**config.mk**
```make
export PLATFORM = sky130hd
export DESIGN_NAME = fp_accumulate
export DESIGN_NICKNAME = d
export VERILOG_FILES = /design/src/rtl/fp_pkg.sv /design/src/rtl/fp_align_shift.sv /design/src/rtl/fp_accumulate.sv
export SDC_FILE = /design/constraint.sdc
export NUM_CORES = 1
export LEC_CHECK = 0
export ABC_AREA = 1
export CORE_UTILIZATION = 55
export DETAILED_ROUTE_END_ITERATION = 8
export GPL_TIMING_DRIVEN = 0
export HOLD_SLACK_MARGIN = 0.06
export PLACE_DENSITY = 0.74
export SETUP_SLACK_MARGIN = 0.1
export SLEW_MARGIN = 20
export SYNTH_ARGS = -nofsm -noshare
export SYNTH_HDL_FRONTEND = slang
export SYNTH_HIERARCHICAL = 1
export SYNTH_SLANG_ARGS = --single-unit
```
**constraint.sdc**
```tcl
create_clock -name clk -period 11.94 [get_ports clk]
set_clock_uncertainty 0.05 [all_clocks]
set_input_delay 1.791 -clock clk [delete_from_list [all_inputs] [get_ports clk]]
set_output_delay 1.791 -clock clk [all_outputs]
set_load 0.05 [all_outputs]
```
**src/rtl/fp_pkg.sv**
```systemverilog
// Shared FP32 definitions for the multiply-accumulate datapath.
// Field widths, the unpacked struct view of a word and the accumulator state encoding.
package fp_pkg;

    localparam int EXP_W    = 8;
    localparam int FRAC_W   = 23;
    localparam int MANT_W   = 24;
    localparam int EXP_BIAS = 127;
    localparam int EXP_MAX  = 255;

    typedef struct packed {
        logic              sign;
        logic [EXP_W-1:0]  exp;
        logic [FRAC_W-1:0] frac;
    } fp32_t;

    typedef enum logic [2:0] {
        IDLE  = 3'd0,
        ALIGN = 3'd1,
        ADD   = 3'd2,
        NORM  = 3'd3,
        DONE  = 3'd4
    } acc_state_t;

    // Denormals are flushed: a zero exponent means an exact zero mantissa.
    function automatic logic [MANT_W-1:0] unpack_mant(input fp32_t v);
        logic [MANT_W-1:0] m;
        if (v.exp == 8'd0) begin
            m = 24'd0;
        end else begin
            m = {1'b1, v.frac};
        end
        return m;
    endfunction

endpackage

```
**src/rtl/fp_align_shift.sv**
```systemverilog
// Mantissa alignment shifter: right shift by an exponent difference.
// Amounts of 24 or more push every significant bit out, giving zero.
module fp_align_shift
    import fp_pkg::*;
(
    input  logic [MANT_W-1:0] mant_in,
    input  logic [7:0]        amount,
    output logic [MANT_W-1:0] mant_out
);

    // Truncating shift with saturation to zero
    always_comb begin
        if (amount >= 8'd24) begin
            mant_out = 24'd0;
        end else begin
            mant_out = mant_in >> amount;
        end
    end

endmodule

```
**src/rtl/fp_accumulate.sv**
```systemverilog
// Sequential FP32 accumulator: adds each accepted product into a running sum
// over ALIGN/ADD/NORM/DONE, truncating, with a sticky overflow flag.
module fp_accumulate
    import fp_pkg::*;
#(
    parameter bit SAT_ON_OVF = 1'b1
) (
    input  logic        clk,
    input  logic        rst,
    input  logic        acc_clear,
    input  logic        acc_start,
    input  logic [31:0] acc_in,
    output logic        acc_busy,
    output logic        acc_done,
    output logic        acc_overflow,
    output logic [31:0] acc_sum
);

    acc_state_t        state_r;
    fp32_t             op_a_r;
    fp32_t             op_b_r;
    logic [MANT_W-1:0] big_mant_r;
    logic [MANT_W-1:0] small_mant_r;
    logic [7:0]        big_exp_r;
    logic              big_sign_r;
    logic              sub_r;
    logic              ovf_in_r;
    logic              in_sign_r;
    logic [MANT_W-1:0] res_mant_r;
    logic [8:0]        res_exp_r;
    logic              res_sign_r;
    logic              ovf_pend_r;
    logic [31:0]       sum_r;
    logic              done_r;
    logic              ovf_r;

    logic [MANT_W-1:0] a_mant_s;
    logic [MANT_W-1:0] b_mant_s;
    logic              a_big_s;
    logic [MANT_W-1:0] big_mant_s;
    logic [MANT_W-1:0] small_mant_s;
    logic [MANT_W-1:0] small_shifted_s;
    logic [7:0]        big_exp_s;
    logic [7:0]        small_exp_s;
    logic              big_sign_s;
    logic [7:0]        shift_amt_s;

    logic [MANT_W:0]   add_sum_s;
    logic [MANT_W-1:0] add_mant_s;
    logic [8:0]        add_exp_s;
    logic              add_sign_s;
    logic              add_ovf_s;
    logic              norm_exit_s;

    // Order operands by magnitude (exponent, then mantissa)
    always_comb begin
        a_mant_s = unpack_mant(op_a_r);
        b_mant_s = unpack_mant(op_b_r);
        a_big_s  = ({op_a_r.exp, a_mant_s} >= {op_b_r.exp, b_mant_s});
        if (a_big_s) begin
            big_mant_s   = a_mant_s;
            big_exp_s    = op_a_r.exp;
            big_sign_s   = op_a_r.sign;
            small_mant_s = b_mant_s;
            small_exp_s  = op_b_r.exp;
        end else begin
            big_mant_s   = b_mant_s;
            big_exp_s    = op_b_r.exp;
            big_sign_s   = op_b_r.sign;
            small_mant_s = a_mant_s;
            small_exp_s  = op_a_r.exp;
        end
        shift_amt_s = big_exp_s - small_exp_s;
    end

    fp_align_shift u_align (
        .mant_in  (small_mant_s),
        .amount   (shift_amt_s),
        .mant_out (small_shifted_s)
    );

    // Magnitude add/subtract with carry renormalisation and overflow detection
    always_comb begin
        if (sub_r) begin
            add_sum_s = {1'b0, big_mant_r} - {1'b0, small_mant_r};
        end else begin
            add_sum_s = {1'b0, big_mant_r} + {1'b0, small_mant_r};
        end
        add_sign_s = ovf_in_r ? in_sign_r : big_sign_r;
        if (add_sum_s[MANT_W]) begin
            add_mant_s = add_sum_s[MANT_W:1];
            add_exp_s  = {1'b0, big_exp_r} + 9'd1;
        end else begin
            add_mant_s = add_sum_s[MANT_W-1:0];
            add_exp_s  = {1'b0, big_exp_r};
        end
        if (add_mant_s == 24'd0 && !ovf_in_r) begin
            add_exp_s  = 9'd0;
            add_sign_s = 1'b0;
        end else begin
            add_sign_s = add_sign_s;
        end
        add_ovf_s = ovf_in_r | (add_exp_s >= 9'd255);
    end

    assign norm_exit_s = res_mant_r[MANT_W-1] | (res_mant_r == 24'd0) | ovf_pend_r;

    // Sequencer and datapath registers
    always_ff @(posedge clk) begin
        if (rst || acc_clear) begin
            state_r      <= IDLE;
            op_a_r       <= '0;
            op_b_r       <= '0;
            big_mant_r   <= 24'd0;
            small_mant_r <= 24'd0;
            big_exp_r    <= 8'd0;
            big_sign_r   <= 1'b0;
            sub_r        <= 1'b0;
            ovf_in_r     <= 1'b0;
            in_sign_r    <= 1'b0;
            res_mant_r   <= 24'd0;
            res_exp_r    <= 9'd0;
            res_sign_r   <= 1'b0;
            ovf_pend_r   <= 1'b0;
            sum_r        <= 32'h0000_0000;
            done_r       <= 1'b0;
            ovf_r        <= 1'b0;
        end else begin
            done_r <= 1'b0;
            case (state_r)
                IDLE: begin
                    if (acc_start) begin
                        op_a_r  <= acc_in;
                        op_b_r  <= sum_r;
                        state_r <= ALIGN;
                    end else begin
                        state_r <= IDLE;
                    end
                end
                ALIGN: begin
                    big_mant_r   <= big_mant_s;
                    small_mant_r <= small_shifted_s;
                    big_exp_r    <= big_exp_s;
                    big_sign_r   <= big_sign_s;
                    sub_r        <= op_a_r.sign ^ op_b_r.sign;
                    ovf_in_r     <= (op_a_r.exp == 8'hFF);
                    in_sign_r    <= op_a_r.sign;
                    state_r      <= ADD;
                end
                ADD: begin
                    res_mant_r <= add_mant_s;
                    res_exp_r  <= add_exp_s;
                    res_sign_r <= add_sign_s;
                    ovf_pend_r <= add_ovf_s;
                    state_r    <= NORM;
                end
                NORM: begin
                    if (norm_exit_s) begin
                        state_r <= DONE;
                        done_r  <= 1'b1;
                        // A set flag freezes the sum until the next clear
                        if (!ovf_r) begin
                            if (ovf_pend_r) begin
                                ovf_r <= 1'b1;
                                if (SAT_ON_OVF) begin
                                    sum_r <= {res_sign_r, 8'hFF, 23'h0};
                                end else begin
                                    sum_r <= sum_r;
                                end
                            end else begin
                                sum_r <= {res_sign_r, res_exp_r[7:0], res_mant_r[MANT_W-2:0]};
                            end
                        end else begin
                            sum_r <= sum_r;
                        end
                    end else if (res_exp_r <= 9'd1) begin
                        res_mant_r <= 24'd0;
                        res_exp_r  <= 9'd0;
                        res_sign_r <= 1'b0;
                    end else begin
                        res_mant_r <= {res_mant_r[MANT_W-2:0], 1'b0};
                        res_exp_r  <= res_exp_r - 9'd1;
                    end
                end
                DONE: begin
                    state_r <= IDLE;
                end
                default: begin
                    state_r <= IDLE;
                end
            endcase
        end
    end

    assign acc_busy     = (state_r != IDLE);
    assign acc_done     = done_r;
    assign acc_overflow = ovf_r;
    assign acc_sum      = sum_r;

endmodule

```
* Word level (Yosys, flattened, before mapping)
Cells that the tools add are included.
** Storage, ports and cells
- Memory bits (read-only) :: 0
- Bits in registers :: 196
- Latch bits :: 0
- Memories :: 0
- Bits in writable memories :: 0
** Cells by class
- $lt $le $gt $ge :: 4
- Shifts and indexed selects :: 1
- Bitwise logic cells :: 6
- Divide/modulo/power cells :: 0
- Multipliers :: 0
- Equal/unequal tests :: 7
- $add $sub $neg :: 5
- Muxes and demuxes :: 30
- Reduce and logical (&&, ||, !) cells :: 16
** Operators with widths (number)
- $mux 24 :: 8
- $logic_not 24->1 :: 2
- $pmux 24 s2 :: 1
- $mux 9 :: 4
- $ge 32x32->1 :: 1
- $mux 31 :: 1
- $add 24x24->25 :: 1
- $mux 25 :: 1
- $sub 24x24->25 :: 1
- $shr 24x8->24 :: 1
- $pmux 9 s2 :: 1
- $logic_not 8->1 :: 2
- $mux 8 :: 2
- $pmux 3 s4 :: 1
- $add 8x1->9 const B :: 1
- $ge 9x8->1 const B :: 1
- $le 9x1->1 const B :: 1
- $mux 1 :: 9
- $sub 9x1->9 const B :: 1
- $eq 8x8->1 const B :: 1
- $ge 8x5->1 const B :: 1
- $sub 8x8->8 :: 1
- $eq 3x2->1 const B :: 2
- $ne 2x2->1 const B :: 3
- other kinds (15) :: 21

* Longest topological paths before layout
- Depth after elaboration :: 8
- Mapped depth :: 37

* Hierarchy
The synthesis kept the hierarchy.
** Modules (own cells, without submodules)
- fp_accumulate :: cells an instance 1855, area each 12181.7 um2, times used 1
- fp_align_shift :: cells an instance 284, area each 1345.0 um2, times used 1

* Least setup slack after synthesis
OpenSTA, ideal clock, no wires.
- Path type :: register to register
- Start :: register op_a_r[27] (netlist bit)
- End :: register small_mant_r[1]
- Path slack :: 7699 ps
- Required time :: 11820 ps
- Setup time :: 70 ps
- Buffers on the path :: 4
- Cell stages (with the launch flop) :: 34
- Arrival :: 4121 ps
- Path through :: dfxtp_1 > nor4_1 > nand2_1 > inv_1 > clkbuf_1 > nor2_1 > ha_1 > nand2_1 > nor3_1 > nand3_1 > nor3_1 > nand4_1 > nand3_1 > buf_2 > o211ai_1 > ha_1 > a21o_1 > nand2_1 > nand3_1 > nand2_1 > nand2_1 > nor2_2 > buf_6 > buf_6 > nand3_1 > nand2_1 > nand3_1 > nand2_1 > nand3_1 > nand2_1 > nand2_1 > inv_1 > o21ai_0 > a21oi_1
** Between the ends
- Word-level cells in the longest chain between the ends :: 7
- Elaborated cells between the ends (all ways) :: 10
- Those cells by class :: add/sub: 1; order compare: 2; shift: 1; mux: 5; reduce/logical: 1
** RTL lines
- start: declaration :: line fp_accumulate.sv:20 : fp32_t op_a_r;
- start signal: assignment :: line fp_accumulate.sv:133 : op_a_r <= acc_in;
- $logic_not 8->1 :: line fp_pkg.sv:28 : if (v.exp == 8'd0) begin
- $mux 24 :: line fp_pkg.sv:28
- $ge 32x32->1 :: line fp_accumulate.sv:59 : a_big_s = ({op_a_r.exp, a_mant_s} >= {op_b_r.exp, b_mant_s});
- $mux 8 :: line fp_accumulate.sv:60 : if (a_big_s) begin
- $sub 8x8->8 (*) :: line fp_accumulate.sv:73 : shift_amt_s = big_exp_s - small_exp_s;
- net shift_amt_s[6] :: line fp_accumulate.sv:46 : logic [7:0] shift_amt_s;
- $shr 24x8->24 or $ge 8x5->1 (tied branches) :: line fp_align_shift.sv:16, fp_align_shift.sv:13
- $mux 24 (*) :: line fp_align_shift.sv:13 : if (amount >= 8'd24) begin
- net small_shifted_s[1] :: line fp_accumulate.sv:42 : logic [MANT_W-1:0] small_shifted_s;
- end signal: assignment :: line fp_accumulate.sv:142 : small_mant_r <= small_shifted_s;
- end: declaration :: line fp_accumulate.sv:23 : logic [MANT_W-1:0] small_mant_r;
Mark *: on every way through the listed nets, which the timed path passes. The rest lies on a longest branch.
A chain may end at the register's enable or synchronous reset.

* Worst setup path after layout
- Start :: register op_a_r[28] (netlist bit)
- End :: register small_mant_r[0]
** Between the ends
- Word-level cells in the longest chain between the ends :: 7
- Elaborated cells between the ends (all ways) :: 10
- Those cells by class :: add/sub: 1; order compare: 2; shift: 1; mux: 5; reduce/logical: 1
** RTL lines (line)
- $logic_not 8->1 :: fp_pkg.sv:28
- $mux 24 :: fp_pkg.sv:28
- $ge 32x32->1 (*) :: fp_accumulate.sv:59
- $mux 8 :: fp_accumulate.sv:60
- $sub 8x8->8 (*) :: fp_accumulate.sv:73
- net shift_amt_s[2] :: fp_accumulate.sv:46
- $shr 24x8->24 or $ge 8x5->1 (tied branches) :: fp_align_shift.sv:16, fp_align_shift.sv:13
- $mux 24 (*) :: fp_align_shift.sv:13
- net small_shifted_s[0] :: fp_accumulate.sv:42
Marks and branches as above.

==> out/metrics.yaml <==
yosys:
  ys.flop_type: "dfxtp_1"
  synth_top_cell_by_area: "dfxtp_1"
  synth_top_family_by_area: "simple AND/OR/NAND/NOR gates"
  synth_warnings: 6
  ys_types: 45
  synthTopCellsByArea: "dfxtp_1 29%, nand2_1 14%, a21oi_1 7.8%"
  postSynthAreaPerCell_um2: 6.32
  synth-simple-area-share_pct: 30.9
  syn_inst: 2139
  synth_compound_area_share_pct: 20.0
  synth-seq-cells: 196
  synth_fp_nets: 2237
  synth_mux_area_share_pct: 0
  synth_xor_area_share_pct: 2.78
  synthAdderAreaFrac_pct: 5.79
  yosysSeqAreaShare_pct: 29.0
  syn_area_um2: 13500
  synth_top_area_share_pct: 29.0
  synth-edff-count: 0
  async_flop_share_pct: 0
pwr:
  leakage_nw: 6.80
  power.density_nw_per_um2: 142
  vdd_drop_max_v: 0.000101
die:
  die_h_um: 159
  coreArea_um2: 24200
  initial_core_util_pct: 55.8
  fp-row-count: 57
  ios: 71
  design.die.area_um2: 25200
  die_w_um: 159
final_layout:
  seqCellArea_um2: 3920
  nFillCells: 2341
  num-nets-final: 2326
  area_growth_pct: 13.0
  final_common_cell: "nand2_1"
  diodes: 0
  mostFrequentLayoutCells: "491 x nand2_1, 268 x inv_1, 211 x a21oi_1, 210 x nand3_1, 196 x dfxtp_1"
  drive_above_1_share_pct: 4.11
  multiInputGateArea_um2: 8040
routing:
  first_pass_iters: 8
  ant_nets: 0
  routedWlPerCell_um: 18.9
  drcViolationCount: 0
  vias: 15100
  via_per_inst: 5.87
  drt_iter0_markers: 1892
  wl_um: 48400
cts:
  cts_hold_buf: 0
  clk_latency_ns: 0.46
  cts_sinks: 196
  clock_path_buffers: 2
  postCtsResizedCells: 0
  cts_setup_buffers: 0
  cts_tree: "done"
  htreeDepth: 4
  path_clk_slew_ns: 0.09
  cts-root-buf: "clkbuf_16"
  cts-buffers-inserted: 17
timing:
  slew_violations: 0
  whs_ns: 0.413
  rsz0062_at_grt: "no"
  hold_violations: 0
  tns_ns: 0
  setup_viol: 0
  fin_crit_sh_pct: 50.5
  max_clock_freq_mhz: 166
  worst_pin_slew_ns: 0.742
  relSlewSlack_pct: 50.3
  min_period_ns: 6.03
setup_path:
  cp-start-kind: "register"
  timing.rr.start: "op_a_r[28]"
  slowest_stage: "xor2_1"
  critical_path.max_fanout: 10
  end_kind: "register"
  path_class: "reg -> reg"
  r2r_end: "small_mant_r[0]"
  reg2reg_depth: 27
  r2r_slack_ns: 5.91
  crit_path_max_incr_delay_ns: 0.51
  arrival_ns: 6.35
  critPathLaunch: "op_a_r[28]"
  required_ns: 12.26
min_path:
  min_path_type: "reg -> reg"
  worstHoldStart: "op_b_r[12]"
  min_to: "op_b_r[12]"
  hold_depth: 2
global_route:
  grt_usage_pct: 38.1
  grt_pass1_wl_um: 75100
  overflow: 0
  grt_start_max_net_pins: 24
  grt_pass1_vias: 13700
  antenna_found_initial: 0
place:
  io_buffers: 70
  routabilityCongestion: 0.997
  dpl.hpwl_um: 38800
job:
  maxCapViolations: 0
run_status:
  status: "finished, final reports clean"
power by group:
group          total, mW  switching [mW]  internal (mW)
Clock              0.635           0.320          0.315
Sequential         0.682          0.0130          0.669
Combinational      0.850           0.592          0.258
sequential cells by signal, indices dropped and copies added (netlist names), 3 cells and up:
signal and flops:
acc_sum 32, op_a_r 32, op_b_r 32, big_mant_r 24, res_mant_r 24, small_mant_r 24
res_exp_r 9, big_exp_r 8, state_r 3
area by class of cell:
type,instances,share of cell area (%)
multi-input cells,1549,52.6
flip-flops and latches,196,25.7
inverters,278,6.83
repair buffers,70,4.58
plain buffers,116,3.43
clock buffers,17,2.78
well taps,324,2.65
clock inverters,15,1.49
critical path, delay by kind of cell (launching register included):
kind	cells	cell delay (ns)
flip-flops	1	0.37
XOR/XNOR	1	0.51
AO/OA/AOI/OAI	4	0.60
adder cells (fa/ha/maj)	2	0.51
buffers and inverters	5	1.54
AND/OR/NAND/NOR	15	2.34
per-stage QoR:
stage,setup slack (ns),instances,utilization [%],area [um2],power (mW)
finish,5.91,2565,63.0,15300,2.17
global route,5.55,2565,63.0,15300,2.28
CTS,6.06,2565,63.0,15300,2.14
detailed placement,6.16,2533,60.3,14600,1.52
global placement,6.13,2533,60.3,14600,1.51
floorplan,7.70,2139,-,13500,1.29
how the worst max path moves through the flow:
stage / endpoint / cells after the start
global route: small_mant_r[0] / 27
floorplan: small_mant_r[1] / 33
CTS: small_mant_r[0] / 27
finish: small_mant_r[0] / 27
global placement: small_mant_r[0] / 27
detailed placement: small_mant_r[0] / 27
logic make-up (layout without fill, tap and decap cells):
| kind of cell | count (synthesis) | count (layout) |
|---|---|---|
| buffers and inverters | 394 | 496 |
| adders and majority gates | 62 | 62 |
| AOI/OAI and AO/OA | 486 | 486 |
| DFF | 196 | 196 |
| and+or+nand+nor | 958 | 958 |
| xor gates and xnor gates | 43 | 43 |
metal layers:
metal | global-route usage (%) | wire, um
met2 | 60.2 | 21100
met1 | 50.3 | 20800
met3 | 5.75 | 4000
met5 | 0 | 0
met4 | 19.2 | 2460
synth_stat cells (2+ instances only):
master      n
nor4_1      7
buf_1       5
nand3b_1   11
ha_1       61
nor3_1     24
and2_1      2
o21bai_1    5
xor2_1     32
o221ai_1   23
a211oi_1    2
o211ai_1   38
nand2_1   491
nand2_4     3
a21o_1      2
a31oi_1     7
nand3_2     4
buf_2      17
buf_4       4
inv_1     268
a221oi_1    7
clkbuf_1   83
nand3_1   210
dfxtp_1   196
nand4_1    47
o31ai_1     4
o21ai_0   174
inv_2       7
a21oi_1   211
nand2_2     6
o22ai_1     3
buf_6       7
o21ai_1     6
xnor2_1    11
nor2_1    140
clkinv_1    3
nor2_2      9
(Power assumes the default switching activity.)
